<file path="src/rtl/max_pool_2x2_layer.sv">
// 2x2 stride-2 max pooling over convolved float rows: the even row of a pair is
// buffered, and the odd row drives a two-stage vertical-then-horizontal max pipeline.
module max_pool_2x2_layer #(
  parameter int ARRAY_SIZE = 6,
  parameter int DATA_WIDTH = 32,
  parameter int ROW_WIDTH  = 3,
  parameter int IDX_WIDTH  = 2
) (
  input  logic                               clk,
  input  logic                               rst,
  input  logic                               in_valid,
  input  logic [ARRAY_SIZE*DATA_WIDTH-1:0]   feature_in,
  input  logic [IDX_WIDTH-1:0]               feature_idx,
  input  logic [ROW_WIDTH-1:0]               feature_row,
  input  logic                               image_calc_fin,
  output logic                               out_valid,
  output logic [ARRAY_SIZE/2*DATA_WIDTH-1:0] pool_out,
  output logic [IDX_WIDTH-1:0]               pool_idx,
  output logic [ROW_WIDTH-1:0]               pool_row,
  output logic                               pool_fin,
  output logic                               row_err
);

  localparam int OUT_SIZE = ARRAY_SIZE / 2;
  localparam int IN_W     = ARRAY_SIZE * DATA_WIDTH;
  localparam int OUT_W    = OUT_SIZE * DATA_WIDTH;

  // Handshake: no backpressure. A row is consumed in every cycle in_valid is high,
  // and out_valid qualifies pool_out/pool_idx/pool_row for exactly that cycle.

  // Float max for finite operands; ties keep a, and +0 beats -0 via the sign test.
  function automatic logic [DATA_WIDTH-1:0] fmax(input logic [DATA_WIDTH-1:0] a,
                                                 input logic [DATA_WIDTH-1:0] b);
    logic sa;
    logic sb;
    sa = a[DATA_WIDTH-1];
    sb = b[DATA_WIDTH-1];
    if (sa != sb)
      fmax = sa ? b : a;
    else if (!sa)
      fmax = (b > a) ? b : a;
    else
      fmax = (b < a) ? b : a;
  endfunction

  logic [IN_W-1:0]      buf_data;
  logic [IDX_WIDTH-1:0] buf_idx;
  logic [ROW_WIDTH-1:0] buf_row;
  logic                 buf_valid;

  logic                 s1_valid;
  logic [IN_W-1:0]      s1_vmax;
  logic [IDX_WIDTH-1:0] s1_idx;
  logic [ROW_WIDTH-1:0] s1_row;

  logic                 fin_latch;

  logic                 even_row;
  logic                 odd_row;
  logic [ROW_WIDTH-1:0] prev_row;
  logic                 pair_match;
  logic                 pair_fire;
  logic [IN_W-1:0]      vmax_c;
  logic [OUT_W-1:0]     pooled_c;

  assign even_row   = in_valid & ~feature_row[0];
  assign odd_row    = in_valid &  feature_row[0];
  assign prev_row   = feature_row - ROW_WIDTH'(1);
  assign pair_match = buf_valid && (buf_idx == feature_idx) && (buf_row == prev_row);
  assign pair_fire  = odd_row & pair_match;

  // Buffer and incoming row share the word-0-in-MSBs layout, so slices line up.
  for (genvar i = 0; i < ARRAY_SIZE; i++) begin : g_vmax
    assign vmax_c[i*DATA_WIDTH +: DATA_WIDTH] =
      fmax(buf_data[i*DATA_WIDTH +: DATA_WIDTH], feature_in[i*DATA_WIDTH +: DATA_WIDTH]);
  end

  for (genvar j = 0; j < OUT_SIZE; j++) begin : g_hmax
    assign pooled_c[(OUT_SIZE-1-j)*DATA_WIDTH +: DATA_WIDTH] =
      fmax(s1_vmax[(ARRAY_SIZE-1-2*j)*DATA_WIDTH +: DATA_WIDTH],
           s1_vmax[(ARRAY_SIZE-2-2*j)*DATA_WIDTH +: DATA_WIDTH]);
  end

  assign pool_fin = fin_latch & ~s1_valid & ~out_valid;

  // Even-row buffer; a new even row takes precedence over the fin-time flush.
  always_ff @(posedge clk) begin
    if (rst) begin
      buf_data  <= '0;
      buf_idx   <= '0;
      buf_row   <= '0;
      buf_valid <= 1'b0;
    end else if (even_row) begin
      buf_data  <= feature_in;
      buf_idx   <= feature_idx;
      buf_row   <= feature_row;
      buf_valid <= 1'b1;
    end else if (odd_row || pool_fin) begin
      buf_valid <= 1'b0;
    end
  end

  always_ff @(posedge clk) begin
    if (rst) begin
      s1_valid <= 1'b0;
      s1_vmax  <= '0;
      s1_idx   <= '0;
      s1_row   <= '0;
    end else begin
      s1_valid <= pair_fire;
      if (pair_fire) begin
        s1_vmax <= vmax_c;
        s1_idx  <= feature_idx;
        s1_row  <= feature_row >> 1;
      end
    end
  end

  always_ff @(posedge clk) begin
    if (rst) begin
      out_valid <= 1'b0;
      pool_out  <= '0;
      pool_idx  <= '0;
      pool_row  <= '0;
    end else begin
      out_valid <= s1_valid;
      pool_out  <= s1_valid ? pooled_c : '0;
      pool_idx  <= s1_valid ? s1_idx   : '0;
      pool_row  <= s1_valid ? s1_row   : '0;
    end
  end

  always_ff @(posedge clk) begin
    if (rst) begin
      row_err   <= 1'b0;
      fin_latch <= 1'b0;
    end else begin
      if (odd_row && !pair_match)
        row_err <= 1'b1;
      if (image_calc_fin)
        fin_latch <= 1'b1;
      else if (pool_fin)
        fin_latch <= 1'b0;
    end
  end

endmodule

</file>
<file path="config.mk">
export PLATFORM = sky130hd
export DESIGN_NAME = max_pool_2x2_layer
export DESIGN_NICKNAME = d
export VERILOG_FILES = /design/src/rtl/max_pool_2x2_layer.sv
export SDC_FILE = /design/constraint.sdc
export NUM_CORES = 2
export LEC_CHECK = 0
export CORE_MARGIN = 2
export CORE_UTILIZATION = 45
export DETAILED_ROUTE_END_ITERATION = 16
export PLACE_DENSITY_LB_ADDON = 0.15
export SLEW_MARGIN = 20
export SYNTH_ARGS = -nofsm -noshare
export SYNTH_HDL_FRONTEND = slang
export SYNTH_SLANG_ARGS = --single-unit
</file>
<file path="constraint.sdc">
create_clock -name clk -period 3.85 [get_ports clk]
set_input_delay 0.5775 -clock clk [delete_from_list [all_inputs] [get_ports clk]]
set_output_delay 0.5775 -clock clk [all_outputs]
set_load 0.05 [all_outputs]
</file>
### Word level (Yosys, flattened, before mapping)

Index checks and enable logic that the tools add are counted.

* register bits: 498
* logic and storage cells: 109

* add/sub/neg operators: 1
* $lt $le $gt $ge: 18
* eq/ne operators: 11
* muxes and demuxes: 49
* bitwise operators: 8
* reductions and logical operators: 8

Operators with widths (count)
* $mux 32: 45
* $gt 32x32->1: 9
* $lt 32x32->1: 9
* $ne 1x1->1: 9
* $and 1x1->1: 5
* $mux 1: 4
* $reduce_bool 2->1: 2
* $eq 3x3->1: 1
* $logic_and 1x1->1: 3
* $not 1->1: 3
* $sub 3x1->3 const B: 1
* $eq 2x2->1: 1
* $reduce_or 2->1: 1
* $logic_not 1->1: 1
* $logic_or 1x1->1: 1

### Depth between registers and ports, before layout

* word-level depth: 6
* mapped depth: 12
* gate-level depth less buffers: 9

### Least setup slack after synthesis

No wires, ideal clock.

* path type: register to register
* start: register s1_vmax[127]
* end: register pool_out[32]
* library setup time: 0.062 ns
* data arrival time: 2.777 ns
* path slack: 1.011 ns
* cell stages (with the launch flop): 13
* buffers on the path: 3
* cell sequence: dfxtp_1 -> inv_1 -> clkbuf_1 -> clkbuf_1 -> ha_1 -> nand4_1 -> nor3_1 -> a21oi_1 -> o21ai_0 -> a22oi_1 -> buf_2 -> mux2_2 -> nand3_1

* word-level cells in the longest chain between the ends: 4

Ends and longest elaborated chain
* start, declared: line 52 `logic [IN_W-1:0] s1_vmax;`
* start signal, assigned: line 112 `s1_vmax <= vmax_c;`
* $gt 32x32->1 or $lt 32x32->1 (tied branches): line 41, 43
* $mux 32, on equally long branches: line 41, 43
* $mux 32: line 40 `else if (!sa)`
* $mux 32 *: line 38 `if (sa != sb)`
* end signal, assigned: line 127 `pool_out <= s1_valid ? pooled_c : '0;`
* end, declared: line 17 `output logic [ARRAY_SIZE/2*DATA_WIDTH-1:0] pool_out,`

Mark *: on every way between the ends. The rest lies on a longest branch, timed or not.
A chain may end at the register's enable or synchronous reset.

### Worst setup path after layout

* start: register s1_vmax[189]
* end: register pool_out[94]

* word-level cells in the longest chain between the ends: 4

Ends and longest elaborated chain (line)
* $gt 32x32->1 or $lt 32x32->1 (tied branches): 41, 43
* $mux 32, on equally long branches: 41, 43
* $mux 32 *: 40
* $mux 32 *: 38

Marks and branches as above.

==> key figures <==
STA
  • Worst slew pin tran: about 0.89 ns
  • Post-layout min period: ~3.4 ns
  • Fin worst setup slack: ~0.46 ns
  • Setup Viol. Count Final: 0
  • Share of the clock period used by the worst path: 0.881
  • Final Hold Fails: 0
  • Clock skew: ~0.019 ns
  • Unrepaired setup endpoints after global routing: false
  • Post-Route Setup TNS: 0 ns
  • Max Slew Vio Count: 0
  • Max Fclk: around 290 MHz
  • Slew headroom: 0.406

Die
  • Die Wd: between 200 and 300 um
  • Die H: approximately 270 um
  • Core area: between 70000 and 80000 um^2
  • DIE AREA: approximately 75000 um^2
  • I/O pin cnt: around 300
  • Initial core utilization: 0.455
  • FP Rows: 98

Route
  • Vias post-DR: 28600
  • WL per Instance: just over 20 um
  • Iter 0 DRT Violations: between 2000 and 2500
  • Vias per inst: just under 6
  • Drt total wl: 100 mm
  • DRC: 0
  • Antenna Nets Post-Route: 0
  • DRT Pass-1 Iters: 5

CTS
  • Post-CTS Hold Buffers: 0
  • Postcts setup bufs: 0
  • CTS root buf: clkbuf_16
  • TritonCTS Buffers: 59
  • Reg clk slew, reported paths: 0.06 ns
  • PostCTS Resize Cnt: 0
  • H-tree depth: 2
  • Max clock buf depth: 3
  • CTS tree: done
  • Clk_lat worst skew: about 0.63 ns
  • CTS Sinks: 498

Setup path
  • CP Launch Type: flop
  • CP required: about 4.4 ns
  • Worst setup EP type: flop
  • Crit path DAT: 3.93 ns
  • Critical-path maximum fanout: 52
  • Setup CP Type: reg2reg

Placed design
  • Dpl ws: just over 0.3 ns
  • Dpl hpwl: 70.5 mm
  • Gp weighted congestion: approximately 0.87
  • IO Port Bufs: between 300 and 400

Synthesis
  • Synthesized area: approximately 33000 um^2
  • Synth Area in Adders: 0.115
  • Most numerous cell in the Yosys netlist: nand2_1
  • Simple-Gate Fraction of Synth Area: 0.149
  • Synth area leaders: dfxtp_1, mux2i_1, ha_1
  • Synthesized flop and latch total: about 500
  • Post-synthesis xor/xnor area fraction: 0.00161
  • Asr flop ratio synth: 0
  • Largest family of logic cells by synthesized area: compound AO/OA/AOI/OAI gates
  • Post-synth EDFFs: 0
  • Area leader, netlist: dfxtp_1
  • Mux share of post-synthesis cell area: 0.145
  • Yosys cell types: between 60 and 70
  • Most common flop cell mapped by yosys: dfxtp_1
  • Syn Nets: 4280
  • Compound-Gate Fraction of Synth Area: 0.209
  • Syn avg cell area: 8.61 um^2
  • Post-synth top area share: 0.306
  • Synth Warn #: 0
  • Mapped Cells: around 3800
  • Top cells by count, synth: nand2_1, dfxtp_1, mux2i_1, a21oi_1
  • Sequential area share after synthesis: 0.306

GRT
  • Grt ovf: 0
  • First-pass GRT wire length: 157 mm
  • Largest net degree at the start of global routing: roughly 150
  • Initial antenna violation count: 12
  • GR Util All Layers: 0.263
  • Vias in the first global route: between 20000 and 30000

Power and ir drop
  • PD cells: between 300 and 400 nW/um^2
  • Worst ir drop on vdd: around 320 uV
  • Reg power frac: 0.397
  • Sw Pwr: ~0.0037 W
  • LEAKAGE: around 17 nW
  • Logic pwr share: 0.166
  • Clock network power share: 0.437
  • Net Sw Frac: 0.276
  • Pint: 0.00976 W

Layout
  • Area grow syn2layout: 19.1%
  • # nets final: approximately 4500
  • Share of post-route cells with drive strength above 1: 0.0978
  • Filler Cell Count: a little under 7000

Run
  • Maxcap violations: 0

Min path
  • HP Class: in2reg

Run status
  • Status: finished clean
-- metrics by stage --
stage	hold slack (ns)	utilization	area, um^2	power (W)	std cells
after floorplan	0.430	-	32600	0.00696	3781
after global placement	0.440	0.513	36700	0.00767	4850
after detailed placement	0.447	0.513	36700	0.00770	4850
after CTS	0.273	0.541	38700	0.0136	4959
after global routing	0.307	0.541	38800	0.0140	4968
final	0.308	0.541	38800	0.0135	4968
-- power groups by stage --
stage / registers [W] / logic [W] / clock network (W)
finish: 0.00535 / 0.00224 / 0.00590
global route: 0.00537 / 0.00245 / 0.00622
CTS: 0.00535 / 0.00224 / 0.00602
detailed placement: 0.00547 / 0.00223 / 0
global placement: 0.00546 / 0.00220 / 0
floorplan: 0.00544 / 0.00152 / 0
-- worst paths after layout --
check,slack [ns],start,cells past startpoint,to
max reg2reg,0.46,s1_vmax[189]$_SDFFE_PP0P_,10,pool_out[94]$_SDFF_PP0_
min,0.31,rst,2,buf_data[114]$_SDFFE_PP0P_
max,0.46,s1_vmax[189]$_SDFFE_PP0P_,10,pool_out[94]$_SDFF_PP0_
min reg2reg,0.45,s1_idx[0]$_SDFFE_PP0P_,2,s1_idx[0]$_SDFFE_PP0P_
-- layout by cell type, fill, tap and decap left out, types with 68 or more instances in the layout --
cell             count
a21o_1             113
a21oi_1            327
a221oi_1           101
a221oi_2            91
buf_4               68
clkdlybuf4s50_1    302
dfxtp_1            496
ha_1               298
inv_1              298
mux2i_1            403
nand2_1            546
nand3_1            272
o21bai_1            93
-- cell type report --
type	count	area, um^2	area share
Antenna cell	9	22.5	0.000581
Multi-Input combinational cell	2704	20300	0.524
Tap cell	950	1190	0.0307
Inverter	300	1130	0.0292
Sequential cell	498	9970	0.257
Clock inverter	26	337	0.00868
Timing Repair Buffer	398	4090	0.105
Clock buffer	83	1700	0.0438
-- registers in the layout, summed over array words and instances, names as in the netlist --
signal     flops
pool_idx       2
fin_latch      1
out_valid      1
s1_valid       1
s1_vmax      192
pool_out      96
s1_row         2
buf_idx        2
buf_valid      1
pool_row       2
buf_row        3
s1_idx         2
row_err        1
buf_data     192
-- worst max-delay path, stage by stage, from the launching register on --
cell	delay, ns
dfxtp_1	0.42
inv_1	0.14
ha_1	0.31
a21o_1	0.16
a211o_1	0.29
a21oi_1	0.11
o21ai_0	0.14
a22oi_2	0.56
buf_4	0.62
mux2_2	0.40
nand3_1	0.14
-- layer usage --
metal / track usage / wire, um / part of all wire / vias up
li1: - / - / - / 14100
met1: 0.366 / 46600 / 0.46 / 13600
met2: 0.419 / 45800 / 0.46 / 749
met3: 0.0340 / 5050 / 0.050 / 158
met4: 0.0873 / 3020 / 0.030 / 6
met5: 0 / 41 / 0.00041 / -
-- cells by family (layout without fill, tap and decap cells) --
group | after synthesis | in the layout
AND/OR/NAND/NOR | 1041 | 1041
other | 1 | 10
buffers and inverters | 579 | 807
flip-flops | 498 | 498
AO/OA/AOI/OAI | 893 | 893
XOR/XNOR | 6 | 6
multiplexers | 465 | 465
adder cells (fa/ha/maj) | 298 | 298
(Power assumes the default switching activity.)
